===== config.mk =====
export PLATFORM = sky130hd
export DESIGN_NAME = gift_key_sched
export DESIGN_NICKNAME = d
export VERILOG_FILES = /design/src/rtl/gift_key_sched.sv
export SDC_FILE = /design/constraint.sdc
export NUM_CORES = 1
export LEC_CHECK = 0
export CAP_MARGIN = 20
export CORE_ASPECT_RATIO = 1.25
export CORE_MARGIN = 10
export CORE_UTILIZATION = 47
export DETAILED_ROUTE_END_ITERATION = 8
export HOLD_SLACK_MARGIN = 0.12
export MAX_ROUTING_LAYER = met4
export PLACE_DENSITY = 0.81
export SLEW_MARGIN = 20
export SYNTH_ARGS = -nofsm -noshare
export SYNTH_HDL_FRONTEND = slang
export SYNTH_SLANG_ARGS = --single-unit
export TNS_END_PERCENT = 1

===== constraint.sdc =====
create_clock -name clk -period 2.5 [get_ports clk]
set_input_delay 0.25 -clock clk [delete_from_list [all_inputs] [get_ports clk]]
set_output_delay 0.25 -clock clk [all_outputs]
set_load 0.05 [all_outputs]

===== src/rtl/gift_key_sched.sv =====
// GIFT-128 round-key sequencer: one shared key-update unit, one 64-bit round key per handshake.
// Optional GIFT_KEY_SCHED_RC_EN adds the 6-bit round-constant LFSR output rc.
module gift_key_sched #(
    parameter int MAX_ROUNDS = 40,
    parameter int IDX_W      = 6
) (
    input  logic             clk,
    input  logic             rstn,
    input  logic             start,
    input  logic [127:0]     key,
    input  logic [IDX_W-1:0] nrounds,
    input  logic             abort,
    output logic             busy,
    output logic             rk_valid,
    input  logic             rk_ready,
    output logic [63:0]      rk,
    output logic [IDX_W-1:0] rk_idx,
`ifdef GIFT_KEY_SCHED_RC_EN
    output logic [5:0]       rc,
`endif
    output logic             done
);

    typedef enum logic [1:0] {IDLE, EMIT, FIN} state_t;

    state_t            state, state_nxt;
    logic [3:0][31:0]  k;          // k[3]=K3 ... k[0]=K0
    logic [IDX_W-1:0]  n_q, idx_q;
    logic [IDX_W-1:0]  n_ld;
    logic              accept, hs, last;

    function automatic logic [31:0] ku(input logic [31:0] x);
        return ((x >> 12) & 32'h0000_000F) | ((x << 4)  & 32'h0000_FFF0) |
               ((x >> 2)  & 32'h3FFF_0000) | ((x << 14) & 32'hC000_0000);
    endfunction

    assign n_ld   = (nrounds > IDX_W'(MAX_ROUNDS)) ? IDX_W'(MAX_ROUNDS) : nrounds;
    // abort outranks start in IDLE, so the start is dropped entirely
    assign accept = (state == IDLE) && start && !abort;
    assign hs     = (state == EMIT) && rk_ready;
    assign last   = (idx_q == n_q - 1'b1);

    assign busy     = (state == EMIT);
    assign rk_valid = (state == EMIT);
    assign done     = (state == FIN);
    assign rk       = {k[2], k[0]};
    assign rk_idx   = idx_q;

    always_comb begin
        state_nxt = state;
        case (state)
            IDLE: if (accept) state_nxt = (n_ld == '0) ? FIN : EMIT;
            EMIT: begin
                if (abort)          state_nxt = IDLE;
                else if (hs && last) state_nxt = FIN;
            end
            FIN:     state_nxt = IDLE;
            default: state_nxt = IDLE;
        endcase
    end

    always_ff @(posedge clk or negedge rstn) begin
        if (!rstn) begin
            state <= IDLE;
            k     <= '0;
            n_q   <= '0;
            idx_q <= '0;
        end else begin
            state <= state_nxt;
            if (accept) begin
                k     <= key;
                n_q   <= n_ld;
                idx_q <= '0;
            end else if (hs && !abort) begin
                // a key consumed under abort is not advanced; the schedule is dead anyway
                k <= {ku(k[0]), k[3], k[2], k[1]};
                if (!last) idx_q <= idx_q + 1'b1;
            end
        end
    end

`ifdef GIFT_KEY_SCHED_RC_EN
    logic [5:0] rc_q;

    // rc presents the step ahead of the register so round 0 reads 0x01 after a zero load
    assign rc = {rc_q[4:0], rc_q[5] ^ rc_q[4] ^ 1'b1};

    always_ff @(posedge clk or negedge rstn) begin
        if (!rstn)                rc_q <= '0;
        else if (accept)          rc_q <= '0;
        else if (hs && !abort)    rc_q <= rc;
    end
`endif

endmodule


==> flow_metrics.env <==
export IMPL_run_status="complete, no violations"
export IMPL_ys_seq_area_share_pct=53.2
export IMPL_dr_total_vias=5705
export IMPL_dominant_combinational_cell_family_by_area_after_synthesis="simple AND/OR/NAND/NOR gates"
export IMPL_synthesized_net_count=879
export IMPL_antenna_left=0
export IMPL_grt_ovfl_total=0
export IMPL_placeableCoreArea_um2=13900
export IMPL_slowest_stage="sky130_fd_sc_hd__clkdlybuf4s50_1"
export IMPL_layout_setup_ws_ns=0.283
export IMPL_synth_top_cell_area_share_pct=53.2
export IMPL_crit_arrival_ns=1.97
export IMPL_synthMostInstantiatedCell="sky130_fd_sc_hd__nand2_1"
export IMPL_timing_final_setup_violations=0
export IMPL_post_synth_xor_area_fraction_pct=0.787
export IMPL_drive_gt1_share_pct=5.11
export IMPL_share_of_flip_flops_with_an_asynchronous_set_or_reset_pct=100
export IMPL_tritoncts_clock_tree="yes"
export IMPL_setup_tns_ns=0
export IMPL_post_dp_hpwl_mm=13.6
export IMPL_clkLatencyLatePin_ns=0.42
export IMPL_cells_taking_the_most_area_after_synthesis="sky130_fd_sc_hd__dfrtp_1, sky130_fd_sc_hd__nand2_1, sky130_fd_sc_hd__a22oi_1"
export IMPL_fin_crit_ns=2.22
export IMPL_yosys_area_share_adder_pct=0.375
export IMPL_synth_compound_gate_area_share_pct=15.7
export IMPL_yosys_warnings=0
export IMPL_skew_ns=0.00794
export IMPL_final_max_slew_viol_count=0
export IMPL_first_global_vias=5825
export IMPL_gr_usage_all_layers_pct=21.2
export IMPL_fill_cells=1093
export IMPL_post_drt_via_cell_ratio=5.40
export IMPL_cts_htree_levels=4
export IMPL_static_leakage_power_nw=4.09
export IMPL_worst_setup_hold_path_clk_slew_ns=0.06
export IMPL_finalNetCount=1008
export IMPL_cts_buffer_depth=2
export IMPL_syn_to_final_growth_pct=36.5
export IMPL_drv_max_cap_violation_count=0
export IMPL_synthesis_instances=738
export IMPL_final_cell_count_no_fill=1057
export IMPL_die_height_um=153
export IMPL_basic_gate_share_of_the_synthesized_area_counting_and_or_nand_and_nor_cells_pct=19.2
export IMPL_routed_wirelength_mm=20.0
export IMPL_grt_first_pass_wirelength_mm=32.1
export IMPL_dr_first_iter_drc_count=482
export IMPL_average_wire_per_standard_cell_um=19.0
export IMPL_cts_repair_resize_count=0
export IMPL_place_inst=1022
export IMPL_hp_class="input pin to async pin"
export IMPL_detail_route_drc_violations=0
export IMPL_achievable_frequency_mhz=451
export IMPL_gpl_final_weighted_congestion=0.808
export IMPL_vdd_ir_drop_max_uv=605
export IMPL_timing_worst_setup_path_type="flip-flop to primary output"
export IMPL_synth_mux_area_share_pct=0
export IMPL_max_slew_worst_pin_slew_ns=0.633
export IMPL_crit_path_max_fanout=7
export IMPL_numClockSinks=142
export IMPL_overall_die_area_um2=19400
export IMPL_initial_standard_cell_utilization_of_the_core_pct=48.1
export IMPL_power_density_nw_per_um2=985
export IMPL_worstPathRequired_ns=2.25
export IMPL_initial_antenna_violation_count=2
export IMPL_synth_enable_flop_cells=0
export IMPL_final_period_utilization_pct=88.7
export IMPL_library_cell_used_as_clock_root_buffer="sky130_fd_sc_hd__clkbuf_16"
export IMPL_timing_hold_ws_ns=0.315
export IMPL_delay_of_the_slowest_critical_path_stage_ns=0.83
export IMPL_buffer_ports_inserted=211
export IMPL_start_kind="flip-flop"
export IMPL_die_w_um=127
export IMPL_floorplan_io_pins=212
export IMPL_detailedPlace_worstSlack_ns=0.271
export IMPL_cp_end_kind="primary output"
export IMPL_fp_row_count=48
export IMPL_synth_area_um2=6680
export IMPL_yosys_cell_types_count=43
export IMPL_critical_path_cell_chain="nor2b_1 -> clkdlybuf4s50_1"
export IMPL_synth_top_cells_by_count="sky130_fd_sc_hd__nand2_1, sky130_fd_sc_hd__dfrtp_1, sky130_fd_sc_hd__nor2_1"
export IMPL_rsz0062_at_grt="no"
export IMPL_max_slew_margin_pct=57.7
export IMPL_grt_max_degree=87
export IMPL_synth_largest_area_cell="sky130_fd_sc_hd__dfrtp_1"
export IMPL_numCtsBuffers=17
export IMPL_synthesis_area_per_instance_um2=9.05
export IMPL_hold_violations=0
export IMPL_postSynth_topFlopCell="sky130_fd_sc_hd__dfrtp_1"
export IMPL_ys_ff_latch=142
export IMPL_drt_pass1_iter_count=4
## sequential cells by signal, indices dropped and copies added, names as in the netlist
name,cells
k,64
state,2
rk_idx,6
n_q,6
rk,64
## stage by stage
step	power (mW)	utilization, %	area, um2
2_1_floorplan	5.54	-	6680
3_3_place_gp	6.28	61.1	8480
3_5_place_dp	6.34	61.1	8480
4_1_cts	9.04	65.6	9110
5_1_grt	9.42	65.7	9110
6_report	8.98	65.7	9110
## final timing paths
kind / depth (start not counted) / slack [ns] / end / from
setup / recovery: 2 / 0.28 / rk_valid / state[0]$_DFFE_PN0P_
hold / removal: 2 / 0.32 / rk[6]$_DFFE_PN0P_ / rstn
setup reg to reg: 8 / 0.42 / rk_idx[4]$_DFFE_PN0P_ / n_q[0]$_DFFE_PN0P_
hold reg to reg: 2 / 0.48 / k[124]$_DFFE_PN0P_ / k[124]$_DFFE_PN0P_
max in group asynchronous: 3 / 1.39 / rk[26]$_DFFE_PN0P_ / rstn
min in group clk: 3 / 0.41 / k[35]$_DFFE_PN0P_ / key[35]
## area by class of cell
type	count	area (um2)	share of cell area, %
Sequential cell	142	3550	39.0
Multi-Input combinational cell	478	2430	26.7
Tap cell	175	219	2.40
Clock inverter	6	130	1.43
Timing Repair Buffer	222	2260	24.8
Antenna cell	2	5.00	0.0549
Inverter	6	22.5	0.247
Clock buffer	26	489	5.37
## repair_timing
| item | 4_1_cts | 5_1_grt |
|---|---|---|
| hold buffers | 1 | 0 |
| endpoints found under the hold margin | 41 | 0 |
| setup buffers | 0 | 0 |
## power breakdown
part	switching (mW)	internal [mW]	total, mW
clock network	0.925	1.75	2.67
logic	1.86	1.08	2.94
registers	0.471	2.90	3.37
total	3.26	5.72	8.98
## routing by layer
metal  vias up  wire, um  part of all wire, %  GRT usage [%]
met5         -         0                    0              -
met4         0       734                  3.7           10.5
met3        44      1290                  6.4           5.40
met2       213      9750                   49           32.2
met1      2749      8260                   41           25.5
li1       2699         -                    -              -
## critical path: cells and delay by family, from the launching register on
family	cells	cell delay, ns
flip-flops	1	0.50
AND/OR/NAND/NOR	1	0.22
buffers and inverters	1	0.83
## kinds of logic after synthesis
| group | Yosys count |
|---|---|
| buf+inv | 118 |
| compound gates | 151 |
| flops | 142 |
| xor+xnor | 6 |
| simple gates | 319 |
| fa+ha+maj | 2 |
## layout by cell type (no fill, tap or decap), types with 2 or more instances in the layout
cell,n
sky130_fd_sc_hd__a21oi_1,4
sky130_fd_sc_hd__a22oi_1,76
sky130_fd_sc_hd__a31oi_1,23
sky130_fd_sc_hd__buf_12,5
sky130_fd_sc_hd__buf_4,5
sky130_fd_sc_hd__bufinv_16,4
sky130_fd_sc_hd__clkbuf_1,6
sky130_fd_sc_hd__clkbuf_16,17
sky130_fd_sc_hd__clkbuf_8,3
sky130_fd_sc_hd__clkdlybuf4s50_1,210
sky130_fd_sc_hd__clkinv_2,2
sky130_fd_sc_hd__dfrtp_1,142
sky130_fd_sc_hd__diode_2,2
sky130_fd_sc_hd__ha_1,2
sky130_fd_sc_hd__inv_1,6
sky130_fd_sc_hd__nand2_1,208
sky130_fd_sc_hd__nand2b_1,2
sky130_fd_sc_hd__nand3_1,5
sky130_fd_sc_hd__nand3b_1,2
sky130_fd_sc_hd__nor2_1,86
sky130_fd_sc_hd__nor2b_1,2
sky130_fd_sc_hd__o211ai_1,2
sky130_fd_sc_hd__o21ai_0,2
sky130_fd_sc_hd__o21ai_1,6
sky130_fd_sc_hd__o22ai_1,29
sky130_fd_sc_hd__or3_1,2
sky130_fd_sc_hd__xnor2_1,4
sky130_fd_sc_hd__xor2_1,2
(Power assumes the default switching activity.)
